$ cat src/rtl/fdiv_seq.sv
// Purpose : sequential IEEE-754 single-precision divider (y = x1 / x2), restoring
//           radix-2 mantissa division, truncating normalisation, no NaN/Inf detection.
// Latency : 25 edges after the capture edge for normal operands; special operands
//           (zero/denormal exponent) resolve on the capture edge itself.
// Backpr. : in_ready only in IDLE; result held in DONE until out_ready, one op at a time.
//
// Ports:
//   clk       - sole clock, rising edge
//   rstn      - asynchronous active-low reset
//   x1, x2    - dividend / divisor, captured on in_valid && in_ready
//   in_valid  - operands present
//   in_ready  - block idle and able to accept operands
//   y         - quotient, stable while out_valid
//   out_valid - y holds a result
//   out_ready - consumer accepts y

module fdiv_seq (
    input  logic        clk,
    input  logic        rstn,
    input  logic [31:0] x1,
    input  logic [31:0] x2,
    input  logic        in_valid,
    output logic        in_ready,
    output logic [31:0] y,
    output logic        out_valid,
    input  logic        out_ready
);

    localparam logic [1:0] S_IDLE = 2'd0;
    localparam logic [1:0] S_DIV  = 2'd1;
    localparam logic [1:0] S_DONE = 2'd2;

    // ------------------------------------------------------------------
    // State
    // ------------------------------------------------------------------
    logic [1:0]  r_state;
    logic        r_sy;      // result sign, s1 ^ s2
    logic [7:0]  r_e1;      // captured dividend exponent
    logic [7:0]  r_e2;      // captured divisor exponent
    logic [22:0] r_m2;      // captured divisor mantissa (dividend mantissa lives in r_rem)
    logic [4:0]  r_cnt;     // index of the quotient bit produced this DIV cycle
    logic [24:0] r_rem;     // partial remainder, always < 2*mb
    logic [24:0] r_q;       // quotient, q[24] has weight 1
    logic [31:0] r_y;

    // ------------------------------------------------------------------
    // Capture-time special operand handling (works on live inputs)
    // ------------------------------------------------------------------
    logic        w_sy_in;
    logic        w_spec_in;
    logic [31:0] w_y_spec;

    assign w_sy_in   = x1[31] ^ x2[31];
    assign w_spec_in = (x1[30:23] == 8'd0) || (x2[30:23] == 8'd0);

    // A zero/denormal dividend wins over a zero/denormal divisor.
    always_comb begin
        w_y_spec = {w_sy_in, 31'd0};
        if (x1[30:23] != 8'd0) begin
            w_y_spec = {w_sy_in, 8'hFF, 23'd0};
        end
    end

    // ------------------------------------------------------------------
    // One restoring division step
    // ------------------------------------------------------------------
    logic [23:0] w_mb;
    logic        w_ge;
    logic [23:0] w_diff;
    logic [24:0] w_rem_nxt;
    logic [24:0] w_q_nxt;

    assign w_mb = {1'b1, r_m2};
    assign w_ge = (r_rem >= {1'b0, w_mb});
    // When rem >= mb the difference is below mb < 2^24, so 24 bits suffice.
    assign w_diff    = r_rem[23:0] - w_mb;
    assign w_rem_nxt = w_ge ? {w_diff, 1'b0} : {r_rem[23:0], 1'b0};
    assign w_q_nxt   = w_ge ? (r_q | (25'd1 << r_cnt)) : r_q;

    // ------------------------------------------------------------------
    // Normalisation of the final quotient (uses w_q_nxt so the last bit
    // produced on the cnt==0 cycle is included)
    // ------------------------------------------------------------------
    logic signed [9:0] w_ea_base;
    logic signed [9:0] w_ea;
    logic [22:0]       w_my;
    logic [31:0]       w_y_norm;

    // e1-e2 spans -254..254, plus bias up to 381: fits a 10-bit signed value.
    assign w_ea_base = $signed({2'b00, r_e1}) - $signed({2'b00, r_e2});
    assign w_ea      = w_ea_base + (w_q_nxt[24] ? 10'sd127 : 10'sd126);
    assign w_my      = w_q_nxt[24] ? w_q_nxt[23:1] : w_q_nxt[22:0];

    always_comb begin
        w_y_norm = {r_sy, w_ea[7:0], w_my};
        if (w_ea <= 10'sd0) begin
            w_y_norm = {r_sy, 31'd0};
        end else if (w_ea >= 10'sd255) begin
            w_y_norm = {r_sy, 8'hFF, 23'd0};
        end
    end

    // ------------------------------------------------------------------
    // FSM and datapath registers
    // ------------------------------------------------------------------
    always_ff @(posedge clk or negedge rstn) begin
        if (!rstn) begin
            r_state <= S_IDLE;
            r_sy    <= 1'b0;
            r_e1    <= 8'd0;
            r_e2    <= 8'd0;
            r_m2    <= 23'd0;
            r_cnt   <= 5'd0;
            r_rem   <= 25'd0;
            r_q     <= 25'd0;
            r_y     <= 32'd0;
        end else begin
            case (r_state)
                S_IDLE: begin
                    if (in_valid) begin
                        r_sy <= w_sy_in;
                        r_e1 <= x1[30:23];
                        r_e2 <= x2[30:23];
                        r_m2 <= x2[22:0];
                        if (w_spec_in) begin
                            r_y     <= w_y_spec;
                            r_state <= S_DONE;
                        end else begin
                            r_rem   <= {2'b01, x1[22:0]};
                            r_q     <= 25'd0;
                            r_cnt   <= 5'd24;
                            r_state <= S_DIV;
                        end
                    end
                end
                S_DIV: begin
                    r_rem <= w_rem_nxt;
                    r_q   <= w_q_nxt;
                    if (r_cnt == 5'd0) begin
                        r_y     <= w_y_norm;
                        r_state <= S_DONE;
                    end else begin
                        r_cnt <= r_cnt - 5'd1;
                    end
                end
                S_DONE: begin
                    // The handshake edge only returns to IDLE; in_ready is low
                    // here, so no new operand can be taken on the same edge.
                    if (out_ready) begin
                        r_state <= S_IDLE;
                    end
                end
                default: begin
                    r_state <= S_IDLE;
                end
            endcase
        end
    end

    assign in_ready  = (r_state == S_IDLE);
    assign out_valid = (r_state == S_DONE);
    assign y         = r_y;

endmodule
$ cat config.mk
export PLATFORM = sky130hd
export DESIGN_NAME = fdiv_seq
export DESIGN_NICKNAME = d
export VERILOG_FILES = /design/src/rtl/fdiv_seq.sv
export SDC_FILE = /design/constraint.sdc
export NUM_CORES = 1
export LEC_CHECK = 0
export CELL_PAD_IN_SITES_DETAIL_PLACEMENT = 0
export CELL_PAD_IN_SITES_GLOBAL_PLACEMENT = 1
export CORE_MARGIN = 10
export CORE_UTILIZATION = 43
export CTS_CLUSTER_DIAMETER = 150
export DETAILED_ROUTE_END_ITERATION = 6
export GPL_ROUTABILITY_DRIVEN = 0
export PLACE_DENSITY = 0.83
export RECOVER_POWER = 25
export SYNTH_ARGS = -nofsm -noshare
export SYNTH_HDL_FRONTEND = slang
export SYNTH_SLANG_ARGS = --single-unit
$ cat constraint.sdc
create_clock -name clk -period 6.7 [get_ports clk]
set_input_delay 0.67 -clock clk [delete_from_list [all_inputs] [get_ports clk]]
set_output_delay 0.67 -clock clk [all_outputs]
set_load 0.005 [all_outputs]
# Yosys cells after proc, flatten, opt, wreduce, memory -nomap -nowiden
# Cells that the tools add are included.
totals:
  output_inout_bits: 34
  wordCells: 65
  input_bits: 68
  n_memories: 0
  register_bits: 129
  ram_bits: 0
  romBits: 0
  latchBits: 0
op_classes:
  n_mul: 0
  n_div: 0
  n_mux: 26
  shift: 1
  bitwise: 2
  add_sub_neg: 4
  reduce_logical: 12
  n_eq_ne: 8
  n_lt_le_gt_ge: 3
ops:
  columns: ["cell", "n"]
  rows:
  - ["$mux W25", 6]
  - ["$pmux W25 S2", 2]
  - ["$mux W32", 3]
  - ["$mux W31", 3]
  - ["$pmux W32 S2", 1]
  - ["$ge A25 B24 Y1", 1]
  - ["$or A25 B25 Y25", 1]
  - ["$shl A1 B5 Y25 const A", 1]
  - ["$sub A24 B24 Y24", 1]
  - ["$mux W23", 1]
  - ["$logic_not A8 Y1", 2]
  - ["$mux W5", 3]
  - ["$add A9 B8 Y10", 1]
  - ["$ge A10 B9 Y1 const B", 1]
  - ["$le A10 B1 Y1 const B", 1]
  - ["$pmux W5 S2", 1]
  - ["$sub A8 B8 Y9", 1]
  - ["$mux W2", 4]
  - ["$ne A2 B2 Y1 const B", 4]
  - ["$reduce_and A4 Y1", 2]
  - ["$reduce_bool A8 Y1", 1]
  - ["$pmux W2 S3", 1]
  - ["$reduce_and A3 Y1", 2]
  - ["$logic_not A5 Y1", 1]
  - ["other kinds (10)", 11]

# Longest topological paths before layout
# Gate-level depths: netlist of run 1.
logic_depth:
  depth_word: 10
  ltp_mapped: 25
  depth_no_buf: 21

# Worst setup path after synthesis of run 1
# Ideal clock, no wire load.
synth_timing:
  kind: "register -> register"
  from: "register r_rem[7]"
  to: "register r_y[17], in the netlist y[17]"
  slack_ns: 1.744
  period_less_slack_ns: 4.956
  stages_incl_launch_ff: 24
  t_arrival_ns: 4.860
  setup_time_ns: 0.095
  required_time_ns: 6.605
  path_buffers: 4
  cell_sequence: "dfrtp_1 > ha_1 > a21o_1 > a31o_2 > nand4b_1 > a311oi_2 > a41oi_1 > or2_1 > buf_2 > a41oi_4 > inv_2 > buf_2 > ha_1 > inv_1 > ha_1 > nand2_1 > a2111oi_4 > a21oi_1 > xor2_1 > nand2_1 > or4_1 > buf_2 > buf_6 > o31ai_1"
synth_via:
  elab_chain_len: 9
  word_cells_on_any_way: 11
  cone_classes: "add/sub (1); order compare (3); mux (7)"
synth_rtl:
  columns: ["item", "line", "source"]
  rows:
  - ["start: declaration", "42", "logic [24:0] r_rem;"]
  - ["start signal: assignment", "129", "r_rem <= {2'b01, x1[22:0]};"]
  - ["start signal: assignment", "137", "r_rem <= w_rem_nxt;"]
  - ["$ge A25 B24 Y1 (*)", "74", "assign w_ge = (r_rem >= {1'b0, w_mb});"]
  - ["$mux W25 (*)", "78", "assign w_q_nxt = w_ge ? (r_q | (25'd1 << r_cnt)) : r_q;"]
  - ["$mux W1", "91", "assign w_ea = w_ea_base + (w_q_nxt[24] ? 10'sd127 : 10'sd126);"]
  - ["$add A9 B8 Y10", "91", null]
  - ["$ge A10 B9 Y1", "98", "end else if (w_ea >= 10'sd255) begin"]
  - ["$mux W31", "98", null]
  - ["$mux W31 (*)", "96", "if (w_ea <= 10'sd0) begin"]
  - ["$mux W32 (*)", "139", "if (r_cnt == 5'd0) begin"]
  - ["$pmux W32 S2 (*)", "118", "case (r_state)"]
  - ["end signal: assignment", "126", "r_y <= w_y_spec;"]
  - ["end signal: assignment", "140", "r_y <= w_y_norm;"]
  - ["end: declaration", "44", "logic [31:0] r_y;"]
# Mark *: on every way between the ends. The rest lies on a longest branch, timed or not. The select of a mux whose other input is x is not followed.
# A chain may end at the register's enable or synchronous reset.

# Final worst setup path of run 1
layout_timing:
  from: "register r_rem[7]"
  to: "register r_y[15], in the netlist y[15]"
# Same word-level chain as after synthesis.

==> results.md, run 1 <==
- Final Critical Period: 5.40 ns
- Pre-Repair DR Iteration Count: 5
- Root buffer cell: clkbuf_16
- Endpoints failing setup: 0
- CTS Buf Count: 17
- Unrepaired setup endpoints after global routing: no
- Post-synth ARST share: 100%
- Largest net degree at the start of global routing: a little under 80
- Wirelength per Cell: 17.3 microns
- Crit Path Class: reg -> reg
- Cell Area, Synth: 0.00787 sq mm
- WL met1: 9600 microns
- Startpoint types: flip-flop
- Cells after DPL: approximately 1,200
- Status: finished with violations
- Drt initial violations: around 370
- Final net count: around 1,100
- Leak pwr: 4.16 nW
- Top sig layer: met4
- Synth top area share: 41.0%
- Post-Layout Cell Count: 1,221
- Failing checks: max-capacitance violations, max-slew violations
- CTS hold repair buffers: 0
- Critical path's slowest cell: or4_1
- Drt drc: 0
- Register area share after synthesis: between 40% and 50%
- Worst slack at placement: 1.33 ns
- Overall routed net length: 21,100 microns
- Post-cts resize count: 0
- Number of synthesized flops with an enable pin: 0
- DRT antenna net count: 0
- Clk pin slew, worst setup/hold paths: 0.06 ns
- Cells after Synth: 896
- Pwr dens: 631 mW/mm^2
- #FFs+latches synth: 129
- Most common cell after layout, fill and taps aside: nand2_1
- Largest cells by area after synthesis: dfrtp_1 (41%), nand2_1 (6.8%), ha_1 (6.0%), a21oi_1 (5.0%), o21ai_0 (4.3%)
- Reg2reg setup slack: 1.30 ns
- First-pass GRT wire length: 35,400 microns
- Clock Skew: 0.0151 ns
- Layout area overhead: 23.0%
- Congestion Overflow GR: 0
- CP max FO: 23
- Top Ports: between 100 and 150
- Required @ worst endpoint: 7.02 ns
- Worst slew pin tran: ~4.1 ns
- Max_cap viols: 1
- Diodes inserted: 0
- Crit path largest cell delay: 0.86 ns
- Site row count: 49
- Crit path DAT: 5.72 ns
- Fin worst setup slack: 1.30 ns
- Fin. max-slew vios: 78
- H-tree levels: 4
- Rel. slew slack: -173%
- Peak VDD IR: around 0.3 mV
- Fillers: 1,680
- Class of the worst hold path: reg -> reg
- Cell family with most CP delay: simple AND/OR/NAND/NOR gates
- Total power: ~6 mW
- Die area: approximately 0.024 sq mm
- Core area: 0.0180 sq mm
- Maximum buffer depth of the clock tree: 2
- Synth Flop Type: dfrtp_1
- CTS tree: built
- Vias in the first global route: 6,856
- Post-Syn Area per Cell: 8.78 sq um
- Clk_lat worst skew: 0.43 ns
- Post-CTS setup buffer count: 0
- Antenna violations before repair: 0
- CP endpoint kind: flip-flop
- Vias per cell: 5.56
- Crit path buf inv count: 2
- Max frequency: 0.185 GHz
- Ys Warns: 0
- Fin crit share: between 80% and 90%
- Most frequent cells in the layout: nand2_1 (142), dfrtp_1 (129), clkdlybuf4s50_1 (100), a21oi_1 (79), o21ai_0 (67)
- Hpwl dp: approximately 15,000 microns
- Vias: 6,794
- Final Hold Viols: 0
- Met3 wire length: 973 microns
- Biggest area consumer among synthesized cells: dfrtp_1
- Post-Syn Nets: between 1,000 and 1,500
- Layout cell share with drive strength beyond 1: 8.67%
- IO Port Bufs: 101
- Die width: approximately 160 microns
- Initial Utilization: 43.8%
- Worst path cell trace: ha_1, a21o_1, a31o_2, nand4b_1, a311oi_2, a41oi_1, or2_1, a41oi_4, inv_2, ha_1, inv_1, ha_1, nand3_1, mux2i_1, xnor2_1, nor4_1, nand4_1, nand2_1, or4_1, o31ai_1
- Setup_tns: 0 ns
- Met2 WL: ~10,000 microns
- Num Clock Sinks: approximately 130
- Tot GR Track Use: 17.9%
- Most used cell, CP: ha_1
- Library cells used by synthesis: 69
- Die H: around 160 microns
worst reg2reg max path: stages, from the launching register on:
cell and delay, ns:
dfrtp_1 0.40, ha_1 0.36, a21o_1 0.23, a31o_2 0.22
nand4b_1 0.26, a311oi_2 0.32, a41oi_1 0.20, or2_1 0.30
a41oi_4 0.24, inv_2 0.15, ha_1 0.25, inv_1 0.07
ha_1 0.21, nand3_1 0.10, mux2i_1 0.17, xnor2_1 0.18
nor4_1 0.13, nand4_1 0.12, nand2_1 0.08, or4_1 0.86
o31ai_1 0.41
cell usage after synthesis, drive strengths merged, types with 3 or more instances:
library cell  instances
or2                   6
and2                 12
nand3b                5
o31ai                19
xor2                 12
a21o                 11
a221o                 4
ha                   38
nor4                 10
a31o                  5
o21a                  3
a22o                  3
a211oi               21
a41oi                 4
a21boi                3
a31oi                15
o21ai                75
dfrtp               129
o2111ai               3
xnor2                20
nand2               142
nand4                 9
nand2b                4
nand3                13
and3                  5
o221a                 5
a21oi                79
mux2i                 8
clkbuf               34
nor3                 14
nor2b                13
buf                  12
nor2                 60
a311oi                6
mux2                 16
inv                  50
layout make-up:
| class | instances | area (sq um) | area share, % |
|---|---|---|---|
| multi-input cells | 671 | 4260 | 44.0 |
| flip-flops and latches | 129 | 3230 | 33.4 |
| repair buffers | 111 | 1080 | 11.2 |
| clock buffers | 19 | 453 | 4.68 |
| well taps | 229 | 287 | 2.96 |
| inverters | 50 | 188 | 1.94 |
| clock inverters | 12 | 184 | 1.90 |
worst paths after layout:
kind                            startpoint       to  depth (start not counted)
min in group asynchronous             rstn  r_e2[6]                          1
worst max register to register    r_rem[7]    y[15]                         20
worst max-delay path              r_rem[7]    y[15]                         20
max in group asynchronous             rstn     y[0]                          2
worst min register to register       y[16]    y[16]                          2
worst min-delay path                 y[16]    y[16]                          2
power breakdown:
group	leakage, nW	total (mW)	switching (mW)	internal, mW
registers	1.58	1.43	0.261	1.17
clock network	0.293	1.00	0.364	0.641
logic	2.28	3.67	2.10	1.58
routing by layer:
layer / global-route usage, % / vias to the layer above
met5: 0 / -
met4: 5.12 / 0
met3: 3.92 / 24
met2: 29.8 / 153
met1: 22.7 / 3261
li1: - / 3356
kinds of logic after synthesis:
group / after synthesis / share of synthesized area [%]
adder cells (fa/ha/maj): 40 / 6.55
XOR/XNOR: 32 / 3.56
multiplexers: 24 / 3.31
AO/OA/AOI/OAI: 275 / 23.1
buffers and inverters: 96 / 4.95
AND/OR/NAND/NOR: 300 / 17.5
flip-flops: 129 / 41.0
registers in the layout, summed over array words and instances, names as in the netlist:
| signal | cells |
|---|---|
| r_q | 25 |
| r_rem | 25 |
| r_e2 | 8 |
| r_m2 | 23 |
| r_sy | 1 |
| r_e1 | 8 |
| y | 32 |
| r_cnt | 5 |
| r_state | 2 |
per-stage QoR:
stage | util (%) | cell area (sq um) | hold WS (ns)
2_1_floorplan | - | 7870 | 0.374
3_3_place_gp | 50.4 | 9040 | 0.463
3_5_place_dp | 50.4 | 9040 | 0.470
4_1_cts | 53.9 | 9680 | 0.450
5_1_grt | 53.9 | 9680 | 0.505
6_report | 53.9 | 9680 | 0.480
Note: power is estimated with default switching activity, not from simulation.
==> inputs of run 2 (changes only) <==
- CORE_UTILIZATION: 43 -> 38
- PLACE_DENSITY: 0.83 -> 0.77
- clock period: 6.7 -> 4.7 ns (I/O delays scaled with it)
==> run 2 against run 1 <==
The run still ends with max-capacitance violations, max-slew violations left. Global-route usage is 1.4 points lower. Die area rose by 11%. Register-to-register slack worse by 1.3 ns. Clock-buffer cell count increased by 4. Via count is 0.81% higher. Design area up 5.0%. Sequential power rose by 44%. Critical path depth did not move. Core utilization fell by 3.8 points.
==> results.md, run 2 (synthesis gave the netlist of run 1 again) <==
- Unrepaired setup endpoints after global routing: yes
- Root buffer cell: clkbuf_16
- Wirelength per Cell: 17.5 microns
- Initial Utilization: around 39%
- Largest net degree at the start of global routing: 53
- Die H: between 150 and 200 microns
- Total power: 9.32 mW
- Max_cap viols: 1
- Diodes inserted: 0
- Failing checks: max-capacitance violations, max-slew violations
- Vias per cell: 5.35
- CP endpoint kind: flip-flop
- Maximum buffer depth of the clock tree: 2
- Die width: 164 microns
- H-tree levels: 4
- Crit Path Class: reg -> reg
- IO Port Bufs: 101
- Pwr dens: between 900 and 1000 mW/mm^2
- Fillers: 1,945
- DRT antenna net count: 0
- Crit path largest cell delay: 0.55 ns
- Hpwl dp: 15,700 microns
- Layout cell share with drive strength beyond 1: 13.3%
- Overall routed net length: 22,400 microns
- Vias: 6,849
- Required @ worst endpoint: between 5 and 6 ns
- CTS tree: built
- Rel. slew slack: -85.3%
- Setup_tns: 0 ns
- Clock Skew: roughly 0.012 ns
- Placed Area: 0.00919 sq mm
- Most used cell, CP: ha_4
- Cells after DPL: roughly 1,200
- Class of the worst hold path: reg -> reg
- Endpoints failing setup: 0
- Final Hold Viols: 0
- Congestion Overflow GR: 0
- Worst path cell trace: ha_4, a21o_1, a31o_4, nand4b_1, a311oi_4, a41oi_2, or2_4, a41oi_4, inv_2, ha_4, nor2_4, and3_4, mux2i_2, a2111oi_4, xor2_2, nand4_1, nand2_2, or4_4, buf_12, o31ai_1
- Fin worst setup slack: about 0.043 ns
- Startpoint types: flip-flop
- Hold slack: 0.477 ns
- Peak VDD IR: between 0.3 and 0.4 mV
- Final net count: 1,106
- Num Clock Sinks: about 130
- Critical path's slowest cell: or4_4
- Layout area overhead: 29.2%
- Worst slack at placement: 0.0341 ns
- Status: finished with violations
- Fin util: 50.1%
- Final Critical Period: 4.66 ns
- Fin crit share: 99.1%
- CTS hold repair buffers: 0
- Most frequent cells in the layout: nand2_1 (141), dfrtp_1 (129), clkdlybuf4s50_1 (100), a21oi_1 (79), o21ai_0 (66)
- Post-Layout Cell Count: 1,281
- Drt initial violations: 398
- Vias in the first global route: between 6,000 and 7,000
- Site row count: 52
- Final Instance Area: between 0.01 and 0.015 sq mm
- Tot GR Track Use: 16.4%
- Clk pin slew, worst setup/hold paths: ~0.06 ns
- Max FFs per register: 32
- Antenna violations before repair: 0
- Crit path DAT: 4.98 ns
- Top Ports: 102
- Die area: about 0.027 sq mm
- Fin. max-slew vios: 53
- Pre-Repair DR Iteration Count: 4
- CP max FO: 12
- Leak pwr: 4.32 nW
- Max frequency: 0.215 GHz
- Drt drc: 0
- Most common cell after layout, fill and taps aside: nand2_1
- Worst slew pin tran: between 2 and 3 ns
- First-pass GRT wire length: 35,500 microns
- Clk_lat worst skew: 0.42 ns
- Core area: 0.0203 sq mm
- CTS Buf Count: 17
## run 2: cell types whose count changed in the layout (fill, tap and decap cells not counted), moves of 5 or more
| cell | before | now |
|---|---|---|
| o31ai_2 | 1 | 7 |
| buf_4 | 10 | 23 |
| clkinvlp_4 | 5 | 0 |
| o31ai_1 | 18 | 9 |
| ha_1 | 38 | 33 |
## run 2: worst paths after layout
kind | slack [ns] | depth (start not counted) | endpoint | from
max | 0.04 | 20 | y[16] | r_rem[7]
min | 0.48 | 2 | y[1] | y[1]
min in group asynchronous | 0.94 | 1 | y[12] | rstn
max reg2reg | 0.04 | 20 | y[16] | r_rem[7]
max in group asynchronous | 1.58 | 2 | r_m2[5] | rstn
min reg2reg | 0.48 | 2 | y[1] | y[1]
## run 2: area by class of cell
| cell class | instances | area (sq um) | share of cell area [%] |
|---|---|---|---|
| Timing Repair Buffer | 129 | 1240 | 12.2 |
| Sequential cell | 129 | 3230 | 31.8 |
| Tap cell | 270 | 338 | 3.32 |
| Multi-Input combinational cell | 671 | 4490 | 44.2 |
| Clock inverter | 9 | 203 | 1.99 |
| Inverter | 50 | 188 | 1.85 |
| Clock buffer | 23 | 468 | 4.60 |
## run 2: worst max-delay path: cells and delay by family (launching register included)
kind            cells  cell delay (ns)
compound gates      7             1.65
simple gates        7             1.52
fa+ha+maj           2             0.46
flops               1             0.42
buf+inv             2             0.26
xor+xnor            1             0.14
mux                 1             0.09
## run 2: where the power goes
group	internal (mW)	total [mW]	switching, mW
Sequential	1.67	2.06	0.387
Clock	1.02	1.51	0.488
Combinational	2.53	5.75	3.22
## run 2: metal layers
layer	vias to the layer above	track usage [%]	share of wire, %
met1	3317	21.5	47
met2	115	27.2	48
met3	18	3.08	3.8
li1	3399	-	-
met5	-	0	0
met4	0	4.43	0.96
## run 2: timing repair
action | in CTS | in global routing
gates resized for setup | 0 | 40
endpoints found under the setup margin | 0 | 31
buffers inserted | 0 | 8
==> inputs of run 3 (changes only) <==
- CORE_MARGIN: 10 -> 2
- GPL_TIMING_DRIVEN: unset -> 0
==> run 3 against run 2 <==
The run ends with max-capacitance violations, max-slew violations, negative setup slack left. Critical endpoint is now y[22]. Clock skew is 0.0030 ns lower. Non-clock buffer count is 40 higher. Core utilization is 0.75 points higher. Sequential power is 2% lower. Largest cell class unchanged. Die area is 19% lower. Setup slack worse by 0.26 ns.
==> results.md, run 3 (synthesis gave the netlist of run 1 again) <==
- First-pass GRT wire length: 37,000 microns
- Reg2reg setup slack: -0.22 ns
- Met3 wire length: 805 microns
- CTS Buf Count: 17
- IO Port Bufs: between 100 and 150
- Pwr dens: 916 mW/mm^2
- Worst slack at placement: -0.654 ns
- Die width: between 100 and 150 microns
- Rel. slew slack: -74.1%
- Die H: 148 microns
- Unrepaired setup endpoints after global routing: yes
- Congestion Overflow GR: 0
- Max_cap viols: 1
- Crit path DAT: between 5 and 6 ns
- Root buffer cell: clkbuf_16
- Met2 WL: around 11,000 microns
- Cells after DPL: approximately 1,300
- Hold path start: y[21]
- CTS tree: built
- Top Ports: 102
- Layout area overhead: 31.1%
- CP endpoint kind: flip-flop
- Wirelength per Cell: ~17 microns
- Total power: 9.45 mW
- Pre-Repair DR Iteration Count: 5
- Core area: a little over 0.02 sq mm
- H-tree levels: 4
- Hpwl dp: 16,700 microns
- Final Hold Viols: 0
- Fin worst setup slack: -0.221 ns
- Area of the multi-input gates: roughly 0.0046 sq mm
- Hold depth: 2
- Reg2reg start: r_m2[7]
- Vias in the first global route: 6,909
- Max frequency: 0.203 GHz
- Fin. max-slew vios: 48
- WL met1: around 10,000 microns
- Top sig layer: met4
- R2R cell count: 22
- Num Clock Sinks: 129
- Clk_lat worst skew: 0.43 ns
- Most frequent cells in the layout: nand2_1 (141), dfrtp_1 (129), clkdlybuf4s50_1 (100), a21oi_1 (76), o21ai_0 (66)
- Drt drc: 0
- Required @ worst endpoint: 5.04 ns
- Overall routed net length: about 23,000 microns
- Antenna violations before repair: 0
- Site row count: 52
- Drt initial violations: between 400 and 500
- Leak pwr: 4.34 nW
- Worst Hold End: y[21]
- Final Critical Period: 4.92 ns
- Failing checks: max-capacitance violations, max-slew violations, negative setup slack
- Tot GR Track Use: 21.7%
- Vias per cell: 5.27
- Startpoint types: flip-flop
- Class of the worst hold path: reg -> reg
- Fillers: about 2,000
- Peak VDD IR: 0.329 mV
- Die area: 0.0219 sq mm
- Crit Path Class: reg -> reg
- Hold slack: 0.479 ns
- Clock Skew: 0.00890 ns
- Vias: 6,966
- Diodes inserted: 0
- Endpoints failing setup: 23
- Clk pin slew, worst setup/hold paths: around 0.06 ns
- Final net count: approximately 1,100
- Maximum buffer depth of the clock tree: 2
- Fin crit share: 105%
- FF/Latch Area: 0.00323 sq mm
- DRT antenna net count: 0
- Largest net degree at the start of global routing: 84
- Post-Layout Cell Count: 1,321
- R2R Path End: y[22]
- Layout cell share with drive strength beyond 1: a little over an eighth
- Max FFs per register: 32
- Worst slew pin tran: 2.61 ns
- Status: finished with violations
- Most common cell after layout, fill and taps aside: nand2_1
- Initial Utilization: 38.8%
- CP max FO: 7
-- run 3: cell types whose count changed in the layout (fill, tap and decap cells not counted), moves of 3 or more --
cell,previous run,this run
o31ai_4,3,11
a21oi_1,79,76
o31ai_1,9,6
clkinv_2,1,7
bufinv_16,6,1
o31ai_2,7,2
buf_1,0,4
clkbuf_1,5,36
a21oi_2,0,3
buf_4,23,18
inv_6,0,3
-- run 3: timing repair --
action | 4_1_cts | 5_1_grt
endpoints found under the setup margin | 31 | 31
gates resized for setup | 38 | 21
buffers inserted | 14 | 6
hold buffers | 1 | 0
endpoints found under the hold margin | 2 | 0
pin swaps | 31 | 15
gates cloned | 2 | 0
-- run 3: area by class of cell --
| class | instances | share of cell area (%) |
|---|---|---|
| timing repair buffer | 125 | 12.0 |
| buffer | 44 | 2.07 |
| inverter | 50 | 1.84 |
| tap | 270 | 3.28 |
| sequential | 129 | 31.3 |
| clock inverter | 14 | 1.12 |
| multi-input combinational | 671 | 44.3 |
| clock buffer | 18 | 4.16 |
-- run 3: critical path: stages (launching register included) --
cell and delay (ns):
dfrtp_1 0.37, inv_2 0.09, ha_4 0.22, a21o_1 0.20, a31o_2 0.23, nand4b_1 0.23
a311oi_2 0.39, a41oi_2 0.18, or2_4 0.28, a41oi_4 0.24, inv_4 0.08, ha_4 0.19
inv_2 0.06, ha_4 0.15, nand2_4 0.05, a2111oi_4 0.39, a21oi_2 0.10, xor2_1 0.22
nand2_1 0.11, or4_4 0.52, buf_12 0.17, buf_8 0.14, o31ai_4 0.20
-- run 3: layer usage --
layer  track usage (%)  up-vias
li1                  -     3479
met1              29.2     3305
met2              36.2      150
met3              3.73       32
met4              5.90        0
met5                 0        -
-- run 3: through the flow --
step / TNS (ns) / area [sq um] / util (%)
final: -3.34 / 10300 / 50.8
after global routing: -7.47 / 10300 / 50.8
after CTS: -5.55 / 10200 / 50.2
after detailed placement: -16.70 / 9300 / 45.8
after global placement: -289.86 / 9270 / 45.7
after floorplan: -0.0408 / 7920 / -
-- run 3: where the power goes --
part,internal (mW),switching (mW),leakage (nW),total (mW)
logic,2.72,3.47,2.49,6.20
clock network,0.724,0.521,0.270,1.25
registers,1.67,0.339,1.58,2.01
-- run 3: worst max path at each step --
stage	startpoint	end	cells past startpoint
after CTS	r_rem[7]	y[18]	21
after detailed placement	r_rem[7]	y[13]	22
after floorplan	r_rem[7]	y[17]	22
after global placement	rstn	r_m2[7]	1
final	r_m2[7]	y[22]	22
after global routing	r_m2[7]	y[22]	22
